### config.mk
export PLATFORM = sky130hd
export DESIGN_NAME = full_xor_pipe_flat
export DESIGN_NICKNAME = d
export VERILOG_FILES = /design/src/rtl/full_xor_pkg.sv /design/src/rtl/full_xor_pipe_if.sv /design/src/rtl/full_xor_stage.sv /design/src/rtl/full_xor_pipe.sv /design/src/flat_wrapper.sv
export SDC_FILE = /design/constraint.sdc
export NUM_CORES = 1
export LEC_CHECK = 0
export CAP_MARGIN = 30
export CORE_UTILIZATION = 52
export CTS_CLUSTER_SIZE = 30
export DETAILED_ROUTE_END_ITERATION = 6
export GPL_ROUTABILITY_DRIVEN = 0
export PLACE_DENSITY = 0.88
export SYNTH_ARGS = -nofsm -noshare
export SYNTH_HDL_FRONTEND = slang
export SYNTH_SLANG_ARGS = --single-unit
### constraint.sdc
create_clock -name clk -period 2.1 [get_ports clk]
set_input_delay 0.63 -clock clk [delete_from_list [all_inputs] [get_ports clk]]
set_output_delay 0.63 -clock clk [all_outputs]
set_load 0.01 [all_outputs]
### src/rtl/full_xor_pkg.sv
// rtl/full_xor_pkg.sv - sizing and random-word indexing helpers for the full_xor_pipe refresh network.
package full_xor_pkg;

   function automatic int calc_layers(input int n_shares);
      return $clog2(n_shares);
   endfunction

   function automatic int calc_randnum(input int n_shares);
      return $clog2(n_shares) * (n_shares / 2);
   endfunction

   // Word consumed by pair `pair` of refresh layer `layer`.
   function automatic int rnd_idx(input int n_shares, input int layer, input int pair);
      return layer * (n_shares / 2) + pair;
   endfunction

endpackage

### src/rtl/full_xor_pipe_if.sv
// rtl/full_xor_pipe_if.sv - input/output handshake bundle of full_xor_pipe.
interface full_xor_pipe_if #(
   parameter int K_WIDTH  = 32,
   parameter int N_SHARES = 4,
   parameter int RANDNUM  = full_xor_pkg::calc_randnum(N_SHARES)
);
   logic                        flush;
   logic                        in_valid;
   logic                        in_ready;
   logic [K_WIDTH*N_SHARES-1:0] i_x;
   logic [K_WIDTH*RANDNUM-1:0]  rnd;
   logic                        out_valid;
   logic                        out_ready;
   logic [K_WIDTH-1:0]          o_z;
   logic [15:0]                 o_cnt;

   modport master (
      output flush, in_valid, i_x, rnd, out_ready,
      input  in_ready, out_valid, o_z, o_cnt
   );

   modport slave (
      input  flush, in_valid, i_x, rnd, out_ready,
      output in_ready, out_valid, o_z, o_cnt
   );
endinterface

### src/rtl/full_xor_stage.sv
// rtl/full_xor_stage.sv - one share-refresh layer with its elastic register stage.
// Optional FULL_XOR_PIPE_ZEROIZE_EN clears data/randomness whenever the stage is empty.
module full_xor_stage
   import full_xor_pkg::*;
#(
   parameter int K_WIDTH  = 32,
   parameter int N_SHARES = 4,
   parameter int RANDNUM  = calc_randnum(4),
   parameter int LAYER    = 0
) (
   input  logic                        clk,
   input  logic                        rst,
   input  logic                        flush,
   input  logic                        up_valid,
   output logic                        up_ready,
   input  logic [K_WIDTH*N_SHARES-1:0] up_data,
   input  logic [K_WIDTH*RANDNUM-1:0]  up_rnd,
   output logic                        dn_valid,
   input  logic                        dn_ready,
   output logic [K_WIDTH*N_SHARES-1:0] dn_data,
   output logic [K_WIDTH*RANDNUM-1:0]  dn_rnd
);
   localparam int DW        = K_WIDTH * N_SHARES;
   localparam int RW        = K_WIDTH * RANDNUM;
   localparam int STRIDE    = 1 << LAYER;
   localparam int KEEP_FROM = rnd_idx(N_SHARES, LAYER + 1, 0);

   logic          valid_q, valid_d;
   logic [DW-1:0] data_q, data_d, refreshed;
   logic [RW-1:0] rnd_q, rnd_d, kept_rnd;

   assign up_ready = !valid_q || dn_ready;
   assign dn_valid = valid_q;
   assign dn_data  = data_q;
   assign dn_rnd   = rnd_q;

   // Pair index counts partners i (bit LAYER clear) in ascending order.
   always_comb begin
      refreshed = up_data;
      for (int i = 0; i < N_SHARES; i++) begin
         if ((i & STRIDE) == 0) begin
            refreshed[i*K_WIDTH +: K_WIDTH] = up_data[i*K_WIDTH +: K_WIDTH]
               ^ up_rnd[rnd_idx(N_SHARES, LAYER, ((i >> (LAYER + 1)) << LAYER) + (i & (STRIDE - 1)))*K_WIDTH +: K_WIDTH];
            refreshed[(i+STRIDE)*K_WIDTH +: K_WIDTH] = up_data[(i+STRIDE)*K_WIDTH +: K_WIDTH]
               ^ up_rnd[rnd_idx(N_SHARES, LAYER, ((i >> (LAYER + 1)) << LAYER) + (i & (STRIDE - 1)))*K_WIDTH +: K_WIDTH];
         end
      end
   end

   always_comb begin
      kept_rnd = '0;
      for (int r = 0; r < RANDNUM; r++) begin
         kept_rnd[r*K_WIDTH +: K_WIDTH] = (r >= KEEP_FROM) ? up_rnd[r*K_WIDTH +: K_WIDTH] : '0;
      end
   end

   always_comb begin
      valid_d = valid_q;
      data_d  = data_q;
      rnd_d   = rnd_q;
      if (flush) begin
         valid_d = 1'b0;
`ifdef FULL_XOR_PIPE_ZEROIZE_EN
         data_d  = '0;
         rnd_d   = '0;
`endif
      end else if (up_ready) begin
         valid_d = up_valid;
         if (up_valid) begin
            data_d = refreshed;
            rnd_d  = kept_rnd;
         end
`ifdef FULL_XOR_PIPE_ZEROIZE_EN
         else begin
            data_d = '0;
            rnd_d  = '0;
         end
`endif
      end
   end

   always_ff @(posedge clk) begin
      if (rst) begin
         valid_q <= 1'b0;
         data_q  <= '0;
         rnd_q   <= '0;
      end else begin
         valid_q <= valid_d;
         data_q  <= data_d;
         rnd_q   <= rnd_d;
      end
   end
endmodule

### src/rtl/full_xor_pipe.sv
// rtl/full_xor_pipe.sv - elastic masked-share refresh pipeline that unmasks to the XOR of all shares.
// Optional FULL_XOR_PIPE_ZEROIZE_EN zeroes empty stages so o_z reads 0 while out_valid is low.
module full_xor_pipe
   import full_xor_pkg::*;
#(
   parameter int K_WIDTH  = 32,
   parameter int N_SHARES = 4,
   parameter int LAYERS   = calc_layers(N_SHARES),
   parameter int RANDNUM  = calc_randnum(N_SHARES)
) (
   input  logic           clk,
   input  logic           rst,
   full_xor_pipe_if.slave bus
);
   localparam int DW = K_WIDTH * N_SHARES;
   localparam int RW = K_WIDTH * RANDNUM;

   logic          valid_c [LAYERS+1];
   logic          ready_c [LAYERS+1];
   logic [DW-1:0] data_c  [LAYERS+1];
   logic [RW-1:0] rnd_c   [LAYERS+1];
   logic [K_WIDTH-1:0] z;
   logic [15:0]   cnt_q, cnt_d;

   assign valid_c[0]      = bus.in_valid;
   assign data_c[0]       = bus.i_x;
   assign rnd_c[0]        = bus.rnd;
   assign ready_c[LAYERS] = bus.out_ready;
   // Flush owns the cycle: nothing may enter while the pipe is being emptied.
   assign bus.in_ready    = ready_c[0] && !bus.flush;

   for (genvar l = 0; l < LAYERS; l++) begin : g_layer
      full_xor_stage #(
         .K_WIDTH  (K_WIDTH),
         .N_SHARES (N_SHARES),
         .RANDNUM  (RANDNUM),
         .LAYER    (l)
      ) u_stage (
         .clk      (clk),
         .rst      (rst),
         .flush    (bus.flush),
         .up_valid (valid_c[l]),
         .up_ready (ready_c[l]),
         .up_data  (data_c[l]),
         .up_rnd   (rnd_c[l]),
         .dn_valid (valid_c[l+1]),
         .dn_ready (ready_c[l+1]),
         .dn_data  (data_c[l+1]),
         .dn_rnd   (rnd_c[l+1])
      );
   end

   always_comb begin
      z = '0;
      for (int j = 0; j < N_SHARES; j++) begin
         z = z ^ data_c[LAYERS][j*K_WIDTH +: K_WIDTH];
      end
   end

   assign bus.o_z       = z;
   assign bus.out_valid = valid_c[LAYERS];
   assign bus.o_cnt     = cnt_q;

   always_comb begin
      cnt_d = cnt_q;
      if (bus.out_valid && bus.out_ready && !bus.flush) begin
         cnt_d = cnt_q + 16'd1;
      end
   end

   always_ff @(posedge clk) begin
      if (rst) begin
         cnt_q <= '0;
      end else begin
         cnt_q <= cnt_d;
      end
   end
endmodule

### src/flat_wrapper.sv
// flat-port wrapper written by rule: the top's interface ports become plain ports
module full_xor_pipe_flat import full_xor_pkg::*;
#(
   parameter int K_WIDTH  = 32,
   parameter int N_SHARES = 4,
   parameter int LAYERS   = calc_layers(N_SHARES),
   parameter int RANDNUM  = calc_randnum(N_SHARES)
)
  (clk, rst, bus_flush, bus_in_valid, bus_i_x, bus_rnd, bus_out_ready, bus_in_ready, bus_out_valid, bus_o_z, bus_o_cnt);
  full_xor_pipe_if #(.K_WIDTH(K_WIDTH), .N_SHARES(N_SHARES), .RANDNUM(RANDNUM)) bus_i ();
  input  logic clk;
  input  logic rst;
  input wire logic [$bits(bus_i.flush)-1:0] bus_flush;
  input wire logic [$bits(bus_i.in_valid)-1:0] bus_in_valid;
  input wire logic [$bits(bus_i.i_x)-1:0] bus_i_x;
  input wire logic [$bits(bus_i.rnd)-1:0] bus_rnd;
  input wire logic [$bits(bus_i.out_ready)-1:0] bus_out_ready;
  output wire logic [$bits(bus_i.in_ready)-1:0] bus_in_ready;
  output wire logic [$bits(bus_i.out_valid)-1:0] bus_out_valid;
  output wire logic [$bits(bus_i.o_z)-1:0] bus_o_z;
  output wire logic [$bits(bus_i.o_cnt)-1:0] bus_o_cnt;
  assign bus_i.flush = bus_flush;
  assign bus_i.in_valid = bus_in_valid;
  assign bus_i.i_x = bus_i_x;
  assign bus_i.rnd = bus_rnd;
  assign bus_i.out_ready = bus_out_ready;
  assign bus_in_ready = bus_i.in_ready;
  assign bus_out_valid = bus_i.out_valid;
  assign bus_o_z = bus_i.o_z;
  assign bus_o_cnt = bus_i.o_cnt;
  full_xor_pipe #(.K_WIDTH(K_WIDTH), .N_SHARES(N_SHARES), .LAYERS(LAYERS), .RANDNUM(RANDNUM)) u_core (.clk(clk), .rst(rst), .bus(bus_i));
endmodule
After elaboration in Yosys (flattened, before gate mapping)
Index checks and enable logic that the tools add are counted.
{"block": "word_totals", "register_bits": 338, "input_bits": 261, "output_inout_bits": 50, "word_cells": 30}
{"block": "classes", "add_sub_neg": 1, "n_bitwise": 12, "n_reduce_logical": 11}
{"cell": "$xor 32x32->32", "count": 11}
{"cell": "$add 16x1->16 const B", "count": 1}
{"cell": "$reduce_and 3->1", "count": 2}
{"cell": "$logic_and 1x1->1", "count": 3}
{"cell": "$logic_not 1->1", "count": 3}
{"cell": "$logic_or 1x1->1", "count": 2}
{"cell": "$reduce_or 2->1", "count": 1}
{"cell": "$not 1->1", "count": 1}

Logic depth before layout (Yosys ltp)
{"block": "logic_depth", "depth_word": 4, "depth_mapped": 7, "ltp_nobuf": 5}

Cells and area by module
Synthesis repeated with hierarchy kept, for this count alone.
{"block": "hier_totals", "hier_cells": 1815, "hier_area_um2": 17859.6}
{"mod": "full_xor_stage at u_core.g_layer[0].u_stage", "n_inst": 1, "cells_each": 932, "area_per_inst_um2": 8958.6, "seq_area_each_um2": 3863.7}
{"mod": "full_xor_stage at u_core.g_layer[1].u_stage", "n_inst": 1, "cells_each": 704, "area_per_inst_um2": 7314.5, "seq_area_each_um2": 2582.5}
{"mod": "full_xor_pipe", "n_inst": 1, "cells_each": 179, "area_per_inst_um2": 1586.5, "seq_area_each_um2": 320.3}

Least setup slack after synthesis
No wires, ideal clock.
{"block": "synth_timing", "path_type": "input to register", "from": "input port bus_flush", "to": "register u_core.cnt_q[14], in the netlist u_core.bus.o_cnt[14]", "setup_time_ns": 0.123, "t_arrival_ns": 1.726, "required_ns": 1.977, "path_slack_ns": 0.251, "path_stages": 5, "n_path_buf": 1, "cell_sequence": "nand4b_4 > or2_1 > buf_4 > nor4_2 > mux2_1"}
{"block": "synth_via", "elab_chain_len": 2}
{"element": "from (decl)", "line_no": "flat_wrapper.sv:13", "source": "input wire logic [$bits(bus_i.flush)-1:0] bus_flush;"}
{"element": "$logic_not 1->1", "line_no": "full_xor_pipe.sv:66", "source": "if (bus.out_valid && bus.out_ready && !bus.flush) begin"}
{"element": "$logic_and 1x1->1", "line_no": "full_xor_pipe.sv:66"}
{"element": "to (signal assigned)", "line_no": "full_xor_pipe.sv:75", "source": "cnt_q <= cnt_d;"}
{"element": "to (decl)", "line_no": "full_xor_pipe.sv:23", "source": "logic [15:0] cnt_q, cnt_d;"}
Every way passes these cells.
A chain may end at the register's enable or synchronous reset.

Worst setup path after layout
{"block": "layout_timing", "from": "register u_core.g_layer[1].u_stage.data_q[89]", "to": "output port bus_o_z[25]"}
{"block": "layout_via", "elab_chain_len": 2}
{"element": "from (decl)", "line_no": "full_xor_stage.sv:29", "source": "logic [DW-1:0] data_q, data_d, refreshed;"}
{"element": "from (signal assigned)", "line_no": "full_xor_stage.sv:89", "source": "data_q <= data_d;"}
{"element": "$xor 32x32->32 (2 in a row)", "line_no": "full_xor_pipe.sv:56", "source": "z = z ^ data_c[LAYERS][j*K_WIDTH +: K_WIDTH];"}
{"element": "to (decl)", "line_no": "flat_wrapper.sv:20", "source": "output wire logic [$bits(bus_i.o_z)-1:0] bus_o_z;"}
Every way passes these cells.

==> results <==
==> cell type report <==
| cell class | count | share of cell area |
|---|---|---|
| clock buffers | 51 | 0.0552 |
| repair buffers | 385 | 0.186 |
| flip-flops and latches | 338 | 0.337 |
| inverters | 2 | 0.000373 |
| diodes | 1 | 0.000124 |
| multi-input cells | 1129 | 0.389 |
| well taps | 378 | 0.0235 |
| clock inverters | 14 | 0.00895 |
==> what timing repair did <==
action	4_1_cts	5_1_grt
endpoints found under the setup margin	49	21
endpoints found under the hold margin	0	0
hold buffers	0	0
gates resized for setup	131	33
pin swaps	14	9
==> per-layer routing <==
layer	share of wire	vias up	GRT usage	wire [um]
li1	-	5978	-	-
met1	0.40	5548	0.251	13500
met2	0.53	279	0.438	18200
met3	0.048	63	0.0391	1650
met4	0.023	0	0.0754	803
met5	0	-	0	0
==> power by group through the flow <==
| stage | clock network, mW | registers [mW] | logic, mW |
|---|---|---|---|
| floorplan | 0 | 7.06 | 1.35 |
| global route | 7.13 | 7.02 | 2.53 |
| detailed placement | 0 | 7.12 | 2.40 |
| finish | 6.72 | 6.98 | 2.34 |
| global placement | 0 | 7.10 | 2.34 |
| CTS | 6.84 | 6.98 | 2.38 |
==> cells in the final DEF (no fill, tap or decap), types with 6 or more instances in the layout <==
cell type        count
dfxtp_1            330
xnor2_1            319
nor2_1             269
clkdlybuf4s50_1    261
a211oi_1           156
nand2_1            132
a211oi_2           100
a21oi_1             69
buf_4               56
clkbuf_16           39
xor2_1              35
buf_2               26
buf_12              19
dlygate4sd2_1       12
clkbuf_8             9
clkinv_2             7
dfxtp_2              7
xnor2_2              6
==> sequential cells by signal, indices dropped and copies added, names as in the netlist <==
register and cells:
u_core.g_layer.u_stage.dn_data 256, u_core.bus.o_cnt 16, u_core.g_layer.u_stage.dn_rnd 64, u_core.g_layer.u_stage.dn_valid 2
==> logic make-up (layout without fill, tap and decap cells) <==
logic type	count (synthesis)	count (layout)
flip-flops	338	338
AO/OA/AOI/OAI	328	328
AND/OR/NAND/NOR	435	435
buffers and inverters	112	452
XOR/XNOR	362	362
multiplexers	3	3
adder cells (fa/ha/maj)	1	1
other	0	1
==> worst min-delay path: cells and delay by family (launching register included) <==
family	cells	cell delay (ns)
flip-flops	1	0.33
AND/OR/NAND/NOR	1	0.06
AO/OA/AOI/OAI	1	0.05
==> worst paths after layout <==
| check | end | slack, ns | cells after the start |
|---|---|---|---|
| worst max-delay path | bus_o_z[25] | 0.04 | 3 |
| worst min-delay path | u_core.g_layer[0].u_stage.dn_rnd[95] | 0.50 | 2 |
| worst max register to register | u_core.g_layer[1].u_stage.dn_data[20] | 0.32 | 7 |
| worst min register to register | u_core.g_layer[0].u_stage.dn_rnd[95] | 0.50 | 2 |
==> results_dict.tcl <==
set metrics [dict create \
    hold_violations 0 \
    critPathMaxFanout 2 \
    p_switching_mw 3.84 \
    power_mw 16.0 \
    yosysWarnings 0 \
    routed-via-count 11900 \
    setup-tns-final_ns 0 \
    fill_cells 1896 \
    p_seq_frac 0.435 \
    antenna_found_initial 0 \
    synth_cells 1579 \
    vdd_drop_max_uv 450 \
    cpPeakStageDelay_ns 0.35 \
    slowest_stage "dfxtp_1" \
    multiInputGateArea_sq_um 7830 \
    htreeDepth 2 \
    relSlewSlack 0.755 \
    post_cts_buffers 0 \
    crit_path_cell_trace "xor2_1, xnor2_1, clkdlybuf4s15_2" \
    grt_pass1_vias 12100 \
    cts_root_buf "clkbuf_16" \
    whs_ns 0.496 \
    synth_fa_ha_area_frac 0.000831 \
    required_ns 1.47 \
    antenna_left 0 \
    ys.flop_type "dfxtp_1" \
    cts.sinks 338 \
    wl_um 34200 \
    fin_area_sq_um 20100 \
    internal-power_mw 12.2 \
    startpoint_type "flop" \
    synth_top_cell_by_area "dfxtp_1" \
    yosys.area_share.simple 0.116 \
    fin_util 0.715 \
    end_kind "primary output" \
    firstDrtPassIters 4 \
    synth_compound_gate_area_share 0.185 \
    max_cap_viol_count 0 \
    criticalPathCategory "flop to primary output" \
    grt_start_max_net_pins 64 \
    preCtsSetupSlack_ns -0.391 \
    dp.cells 2232 \
    power_frac_comb 0.146 \
    async_reset_ff_frac 0 \
    drive_gt1_frac 0.153 \
    max_freq_ghz 0.487 \
    synth.net_count 1841 \
    crit_family "flip-flops" \
    insertion_delay_ns 0.50 \
    die-area_sq_um 29600 \
    portBuffers 310 \
    synth.area.top_cells "dfxtp_1 (45%), xnor2_1 (19%), a211oi_2 (8.3%)" \
    grt_remaining_overflow 0 \
    synthTopCellsByCount "dfxtp_1 (338), xnor2_1 (325), nor2_1 (269)" \
    p_sw_frac 0.239 \
    timing.final.crit_share 0.979 \
    io_pins 311 \
    drc 0 \
    dpl.hpwl_um 24400 \
    finalNonFillerCells 2298 \
    clkTransAtPathRegs_ns 0.06 \
    r2r_start "u_core.g_layer[1].u_stage.dn_valid" \
    synth_mux_area_frac 0.00216 \
    regArea_sq_um 6780 \
    synth.distinct_cells 30 \
    post_drt_via_cell_ratio 5.16 \
    cts_tree "done" \
    slew_viol_final 0 \
    dpl_cell_area_sq_um 18900 \
    core_area_sq_um 28200 \
    crit_arrival_ns 1.43 \
    numCtsBuffers 37 \
    synthXorXnorAreaFrac 0.211 \
    synth.avg_cell_area_sq_um 9.53 \
    fin_ws_ns 0.0449 \
    synth.most_common_cell "dfxtp_1" \
    worstHoldStart "u_core.g_layer[0].u_stage.dn_rnd[95]" \
    rows 61 \
    ys_seq_area_frac 0.450 \
    status "completed" \
    p_leak_nw 6.96 \
    min_path_type "flop to flop" \
    finClkSkew_ns 0.0155 \
    fin_nets 2155 \
    clockBufferDepth 3 \
    grt_pass1_wl_um 55300 \
    worstSetupStartpoint "u_core.g_layer[1].u_stage.dn_data[89]" \
    synth_seq_cells 338 \
    worstMarginPinSlew_ns 0.367 \
    wl_per_cell_um 14.9 \
    synth_top_family_by_area "XOR/XNOR gates" \
    syn_area_sq_um 15100 \
    synth_edf_count 0 \
    die_y_um 172 \
    pwr-share-clk 0.419 \
    setup_viol 0 \
    grt_usage 0.228 \
    synth_top_area_share 0.450 \
    die_x_um 172 \
    drtIter0Drc 584 \
    power_density_nw_per_um2 797 \
    initial_utilization 0.534 \
    min_period_ns 2.06 \
    area_growth_pct 33.7 \
    worst-path-buf-inv 1 \
]
No activity file was read; power rests on OpenSTA's default activity.
